## config.mk

```make
export PLATFORM = sky130hd
export DESIGN_NAME = xout_arbiter
export DESIGN_NICKNAME = d
export VERILOG_FILES = /design/src/rtl/xout_arbiter.sv
export SDC_FILE = /design/constraint.sdc
export NUM_CORES = 1
export LEC_CHECK = 0
export ABC_AREA = 1
export BUFFER_PORTS_ARGS = -buffer_cell sky130_fd_sc_hd__buf_2
export CAP_MARGIN = 20
export CORE_MARGIN = 2
export CORE_UTILIZATION = 35
export DETAILED_ROUTE_END_ITERATION = 10
export PLACE_DENSITY_LB_ADDON = 0.1
export SLEW_MARGIN = 20
export SYNTH_ARGS = -nofsm -noshare
export SYNTH_HDL_FRONTEND = slang
export SYNTH_SLANG_ARGS = --single-unit
```

## constraint.sdc

```tcl
create_clock -name CLK -period 1.5 [get_ports CLK]
set_input_delay 0.15 -clock CLK [delete_from_list [all_inputs] [get_ports CLK]]
set_output_delay 0.15 -clock CLK [all_outputs]
set_load 0.02 [all_outputs]
```

## src/rtl/xout_arbiter.sv

```systemverilog
// Round-robin arbiter sharing one registered output byte (XOUT) between NREQ
// burst requesters, with a per-grant beat limit that forces release.
module xout_arbiter #(
   parameter int NREQ      = 4,
   parameter int WIDTH     = 8,
   parameter int MAX_BURST = 16
) (
   input  logic                      CLK,
   input  logic                      RESET,
   input  logic [NREQ-1:0]           REQ,
   input  logic [NREQ-1:0]           LAST,
   input  logic [NREQ*WIDTH-1:0]     DATA,
   output logic [NREQ-1:0]           GNT,
   output logic [$clog2(NREQ)-1:0]   OWNER,
   output logic [WIDTH-1:0]          XOUT,
   output logic                      XOUT_VALID,
   output logic                      BURST_CUT
);

   localparam int IW = $clog2(NREQ);
   localparam int BW = $clog2(MAX_BURST + 1);
   localparam logic [IW-1:0] TOP_IDX   = IW'(NREQ - 1);
   localparam logic [BW-1:0] BEAT_LAST = BW'(MAX_BURST - 1);

   typedef enum logic {
      IDLE = 1'b0,
      BUSY = 1'b1
   } state_t;

   state_t           state_q, state_d;
   logic [IW-1:0]    ptr_q, ptr_d;
   logic [IW-1:0]    owner_q, owner_d;
   logic [BW-1:0]    beats_q, beats_d;
   logic [WIDTH-1:0] xout_q, xout_d;
   logic             xout_valid_q, xout_valid_d;
   logic             burst_cut_q, burst_cut_d;

   logic [WIDTH-1:0] data_arr_s [NREQ];
   logic [IW:0]      cand_s;
   logic [IW-1:0]    pick_s;
   logic [IW-1:0]    next_ptr_s;
   logic [NREQ-1:0]  gnt_s;

   // Split the flat data bus into one slice per requester
   always_comb begin
      for (int i = 0; i < NREQ; i++) begin
         data_arr_s[i] = DATA[i*WIDTH +: WIDTH];
      end
   end

   // Round-robin pick: scan from ptr downwards in priority so the nearest request wins
   always_comb begin
      pick_s = ptr_q;
      cand_s = '0;
      for (int k = NREQ - 1; k >= 0; k--) begin
         cand_s = {1'b0, ptr_q} + (IW+1)'(k);
         cand_s = (cand_s >= (IW+1)'(NREQ)) ? cand_s - (IW+1)'(NREQ) : cand_s;
         pick_s = REQ[cand_s[IW-1:0]] ? cand_s[IW-1:0] : pick_s;
      end
      next_ptr_s = (owner_q == TOP_IDX) ? '0 : owner_q + IW'(1);
   end

   // Arbitration FSM next-state, grant and output-register updates
   always_comb begin
      state_d      = state_q;
      ptr_d        = ptr_q;
      owner_d      = owner_q;
      beats_d      = beats_q;
      xout_d       = xout_q;
      xout_valid_d = 1'b0;
      burst_cut_d  = 1'b0;
      gnt_s        = '0;
      case (state_q)
         IDLE: begin
            if (|REQ) begin
               owner_d = pick_s;
               beats_d = '0;
               state_d = BUSY;
            end else begin
               state_d = IDLE;
            end
         end
         BUSY: begin
            gnt_s[owner_q] = REQ[owner_q];
            if (REQ[owner_q]) begin
               xout_d       = data_arr_s[owner_q];
               xout_valid_d = 1'b1;
               beats_d      = beats_q + BW'(1);
               if (LAST[owner_q]) begin
                  state_d = IDLE;
                  ptr_d   = next_ptr_s;
               end else if (beats_q == BEAT_LAST) begin
                  burst_cut_d = 1'b1;
                  state_d     = IDLE;
                  ptr_d       = next_ptr_s;
               end else begin
                  state_d = BUSY;
               end
            end else begin
               // Owner abandoned the burst: release without writing
               state_d = IDLE;
               ptr_d   = next_ptr_s;
            end
         end
         default: begin
            state_d = IDLE;
         end
      endcase
   end

   // State and output registers; reset wins over any transfer on the same edge
   always_ff @(posedge CLK) begin
      if (RESET) begin
         state_q      <= IDLE;
         ptr_q        <= '0;
         owner_q      <= '0;
         beats_q      <= '0;
         xout_q       <= '0;
         xout_valid_q <= 1'b0;
         burst_cut_q  <= 1'b0;
      end else begin
         state_q      <= state_d;
         ptr_q        <= ptr_d;
         owner_q      <= owner_d;
         beats_q      <= beats_d;
         xout_q       <= xout_d;
         xout_valid_q <= xout_valid_d;
         burst_cut_q  <= burst_cut_d;
      end
   end

   assign GNT        = gnt_s;
   assign OWNER      = owner_q;
   assign XOUT       = xout_q;
   assign XOUT_VALID = xout_valid_q;
   assign BURST_CUT  = burst_cut_q;

endmodule
```

# Yosys cells after proc, flatten, opt, wreduce, memory -nomap -nowiden
# Cells that the tools add are included.
dict set report classes {
  n_addsub 9
  multipliers 0
  n_div 0
  n_lt_le_gt_ge 11
  n_eq_ne 5
  shifts 0
  n_mux 40
  n_bitwise 4
  n_reduce_logical 8
}
# operator count
set op_table {}
lappend op_table {{$mux W2} 12}
lappend op_table {{$bmux W8 S2} 1}
lappend op_table {{$mux W8} 2}
lappend op_table {{$lt A2 B3 Y1 const B} 5}
lappend op_table {{$mux W1} 13}
lappend op_table {{$bmux W1 S2} 6}
lappend op_table {{$ge A3 B3 Y1 const B} 4}
lappend op_table {{$mux W5} 2}
lappend op_table {{$pmux W5 S2} 1}
lappend op_table {{$reduce_and A2 Y1} 4}
lappend op_table {{$reduce_or A4 Y1} 2}
lappend op_table {{$sub A2 B1 Y2 const B} 4}
lappend op_table {{$add A2 B2 Y3 const B} 2}
lappend op_table {{$add A5 B1 Y5 const B} 1}
lappend op_table {{$eq A5 B4 Y1 const B} 1}
lappend op_table {{$and A4 B4 Y4} 1}
lappend op_table {{$mux W4} 1}
lappend op_table {{$add A2 B1 Y3 const B} 1}
lappend op_table {{$ge A2 B3 Y1 const B} 1}
lappend op_table {{$ne A3 B1 Y1 const B} 1}
lappend op_table {{$not A2 Y3} 1}
lappend op_table {{$add A2 B1 Y2 const B} 1}
lappend op_table {{$demux W1 S2} 1}
lappend op_table {{$eq A2 B2 Y1 const B} 1}
lappend op_table {{other kinds (7)} 8}
dict set report totals {
  ff_bits 20
  latch_bits 0
  ram_bits 0
  romBits 0
  memories 0
}

# Logic depth before layout (Yosys ltp)
dict set report logic_depth {
  word_depth 9
  ltp_mapped 13
}

# Least setup slack after synthesis
# No wires, ideal clock.
dict set report synth_path {
  path_kind {reg2out}
  startpoint {register owner_q[0], in the netlist OWNER[0]}
  endpoint {output port GNT[3]}
  arrival_time_ps 1459
  setup_slack_ps -109
  stages_incl_launch_ff 9
  path_cell_list {dfxtp_1 > buf_4 > nand2_2 > nand3_2 > nand2_2 > nor2_4 > inv_2 > buf_6 > nor2_1}
}
dict set report synth_between {
  elab_chain_cells 6
  word_cells_on_any_way 9
}
# element line
set synth_rtl {}
lappend synth_rtl {{from (decl)} 32} ;# logic [IW-1:0] owner_q, owner_d;
lappend synth_rtl {{from (signal assigned)} 124} ;# owner_q <= owner_d;
lappend synth_rtl {{$lt A2 B3 Y1 (not written as such) / $ge A2 B1 Y1 (equally long branches)} 84} ;# gnt_s[owner_q] = REQ[owner_q];
lappend synth_rtl {{$logic_and A1 B1 Y1 (not written as such)} 84}
lappend synth_rtl {{$mux W1 (not written as such)} 84}
lappend synth_rtl {{$demux W1 S2} 84}
lappend synth_rtl {{$and A4 B4 Y4 (no source line) (*)} n/a}
lappend synth_rtl {{$mux W4 (*)} 73} ;# case (state_q)
lappend synth_rtl {{to (decl)} 13} ;# output logic [NREQ-1:0] GNT,
# Every way passes the cells marked *; elsewhere a longest branch is shown, timed or not. The select of a mux whose other input is x is not followed.

# Final worst setup path
dict set report layout_path {
  startpoint {register owner_q[0], in the netlist OWNER[0]}
  endpoint {output port GNT[0]}
}
# The elaborated chain is that of the path after synthesis.

==> impl_metrics.env <==
export IMPL_status="finished, violations left"
export IMPL_violations="negative setup slack"
export IMPL_worstPathArrival_ns=1.36
export IMPL_use_met3=0.04730
export IMPL_met2_usage=0.3125
export IMPL_ant_nets=0
export IMPL_timing_worst_slew_pin_value_ns=0.3726
export IMPL_syn_inst=221
export IMPL_fp_dieW_um=66.57
export IMPL_critPathKind="flop to primary output"
export IMPL_grt_pass1_wl_mm=6.168
export IMPL_n_antenna_cell=0
export IMPL_start_util=0.3687
export IMPL_cp_slowest_cell="dfxtp_4"
export IMPL_synth_area_mm2=0.001370
export IMPL_core_mm2=0.003716
export IMPL_drc_errors=0
export IMPL_endpoint_kind="primary output"
export IMPL_antenna_found_initial=0
export IMPL_track_usage=0.1810
export IMPL_grt_busiest_layer="met2"
export IMPL_gp_congestion=0.7551
export IMPL_ys_warnings_count=0
export IMPL_tritoncts="done"
export IMPL_clk_latency_ns=0.25
export IMPL_cts_hold_buf=0
export IMPL_ys_seq_elements=20
export IMPL_via_count=1593
export IMPL_crit_family="buffers and inverters"
export IMPL_synth_ff_type="dfxtp_1"
export IMPL_ys_seq_area_frac=0.2922
export IMPL_muxShareOfSynthArea=0
export IMPL_dp_cells=323
export IMPL_p_int_w=0.001372
export IMPL_ir_drop_mv=0.5982
export IMPL_io_buffers=57
export IMPL_clock_sinks=20
export IMPL_first_pass_iters=4
export IMPL_rows=22
export IMPL_setup_viol=2
export IMPL_synthToLayoutAreaGrowth_pct=37.72
export IMPL_fin_crit_sh=1.009
export IMPL_dp_hpwl_mm=2.878
export IMPL_use_met1=0.2282
export IMPL_synthSimpleGateAreaFrac=0.3562
export IMPL_synth_compound_area_share=0.1772
export IMPL_drv_cap=0
export IMPL_power_share_sequential=0.289
export IMPL_clk_path_buf_depth=2
export IMPL_swShare=0.4352
export IMPL_synth_edf_count=0
export IMPL_viasPerCell=4.769
export IMPL_grt_ovfl_total=0
export IMPL_finalWirelength_mm=3.786
export IMPL_fin_cells=334
export IMPL_grt_max_degree=23
export IMPL_final_max_slew_viol_count=0
export IMPL_n_fill_cell=424
export IMPL_drt_iter0_drc=64
export IMPL_switchingPower_w=0.001057
export IMPL_period_needed_ns=1.513
export IMPL_reg2reg_depth=10
export IMPL_p_per_area_mw_per_mm2=1287
export IMPL_critPathRequiredTime_ns=1.35
export IMPL_syn_area_per_cell_um2=6.199
export IMPL_hold_depth=2
export IMPL_crit_cells=9
export IMPL_numCtsBuffers=3
export IMPL_synth_cell_types=22
export IMPL_fin_util=0.5077
export IMPL_layout_drive_gt1_share=0.3462
export IMPL_htreeDepth=1
export IMPL_rsz0062_at_grt="true"
export IMPL_cts_root_buffer="clkbuf_8"
export IMPL_hold_class="primary input to flop"
export IMPL_worstPathCellList="inv_4 > nand2_2 > nand3_2 > nand2_4 > buf_6 > inv_4 > nand2_2 > nor2_2 > buf_6"
export IMPL_hold_violations=0
export IMPL_fin_ws_ns=-0.01287
export IMPL_finalPower_w=0.002429
export IMPL_clk_pin_slew_worst_paths_ns=0.07
export IMPL_async_reset_ff_frac=0
export IMPL_multi_input_area_um2=847.1
export IMPL_whs_ns=0.1217
export IMPL_synth_adder_area_share=0.05479
export IMPL_fp_dieH_um=66.57
export IMPL_pwr_share_clk=0.141
export IMPL_crit_path_start_kind="flop"
export IMPL_relSlewSlack=0.7513
export IMPL_grt_pass1_vias=1414
export IMPL_p_leak_nw=0.9683
export IMPL_dieArea_mm2=0.004431
export IMPL_cp_slowest_stage_delay_ns=0.37
export IMPL_crit_fanout=5
export IMPL_final_nets=336
export IMPL_fin_skew_ns=0.002745
export IMPL_synthXorXnorAreaFrac=0.006393
export IMPL_crit_buf_inv=4
export IMPL_pin_count=58
export IMPL_fmax_mhz=661.0
export IMPL_regArea_um2=406.6
export IMPL_pwr_share_comb=0.570
export IMPL_wl_per_cell_um=11.34
export IMPL_synth_top_family_by_area="simple AND/OR/NAND/NOR gates"
export IMPL_tns_ns=-0.02309
export IMPL_syn_nets=269
-- cells by family (layout without fill, tap and decap cells) --
group / Yosys count / count (layout)
AO/OA/AOI/OAI: 46 / 46
XOR/XNOR: 1 / 1
adder cells (fa/ha/maj): 6 / 6
buffers and inverters: 31 / 96
flip-flops: 20 / 20
AND/OR/NAND/NOR: 117 / 117
-- metal layers --
metal  vias up  share of wire  wire (um)
li1        845              -          -
met1       696           0.45       1714
met2        47           0.48       1809
met3         5          0.063        237
met4         0         0.0063         24
met5         -              0          0
-- worst reg2reg max path, stage by stage (launching register included) --
cell and delay [ns]:
dfxtp_4 0.37, inv_4 0.08, nand2_2 0.05, nand3_2 0.07, nand2_4 0.07, nor2_4 0.12
clkinv_4 0.10, buf_4 0.16, buf_4 0.13, nor2_1 0.10, nor2_1 0.05
-- layout make-up --
| class | count | area share |
|---|---|---|
| tap | 48 | 0.03183 |
| sequential | 20 | 0.2155 |
| timing repair buffer | 72 | 0.2347 |
| multi-input combinational | 170 | 0.4489 |
| inverter | 21 | 0.04708 |
| clock buffer | 3 | 0.02188 |
-- power groups by stage --
stage | logic [W] | clock network, W | registers [W]
final | 0.00138 | 0.000342 | 0.000702
after global routing | 0.00156 | 0.000382 | 0.000717
after CTS | 0.00123 | 0.000355 | 0.000700
after detailed placement | 0.00120 | 0 | 0.000702
after global placement | 0.00120 | 0 | 0.000704
after floorplan | 0.000803 | 0 | 0.000780
-- cell usage in the layout, fill, tap and decap left out, types with 8 or more instances in the layout --
cell	instances
buf_2	53
buf_4	12
dfxtp_1	17
inv_1	15
nand2_1	45
nand2_2	8
nand3_1	15
nor2_1	41
o21ai_0	26
o22ai_1	9
-- what timing repair did --
action | 4_1_cts | 5_1_grt
resized for setup | 11 | 21
endpoints found under the setup margin | 4 | 5
pin swaps | 2 | 4
buffers inserted | 1 | 7
hold endpoints to repair | 0 | 0
-- cell usage after synthesis, types with 3 or more instances --
library cell  number  share of area
o21ai_0           26          0.095
buf_2              3          0.011
buf_6              4          0.033
nor2_1            44           0.12
nand2_1           49           0.13
nand2_2            5          0.023
dfxtp_1           20           0.29
nand3_1           16          0.058
inv_2              4          0.011
o22ai_1            9          0.041
inv_1             17          0.047
ha_1               6          0.055
a21oi_1            6          0.022
o21ai_1            4          0.015
-- path summary, 6_finish.rpt --
path | start | endpoint | slack (ns)
setup reg to reg | OWNER[0] | XOUT[0] | 0.09
setup / recovery | OWNER[0] | GNT[0] | -0.01
hold reg to reg | beats_q[0] | beats_q[0] | 0.45
hold / removal | RESET | beats_q[3] | 0.12
-- metrics by stage --
stage	setup WS (ns)	instance area, um2
after floorplan	0.09365	1374
after global routing	-0.09089	1887
after global placement	0.07607	1695
after CTS	-0.01141	1767
final	-0.01287	1887
after detailed placement	0.03527	1695
-- sequential cells by signal, summed over array words and instances, names as in the netlist --
name and flops:
XOUT 8, OWNER 2, state_q 1, XOUT_VALID 1, beats_q 5, ptr_q 2, BURST_CUT 1
Note: power is estimated with default switching activity, not from simulation.
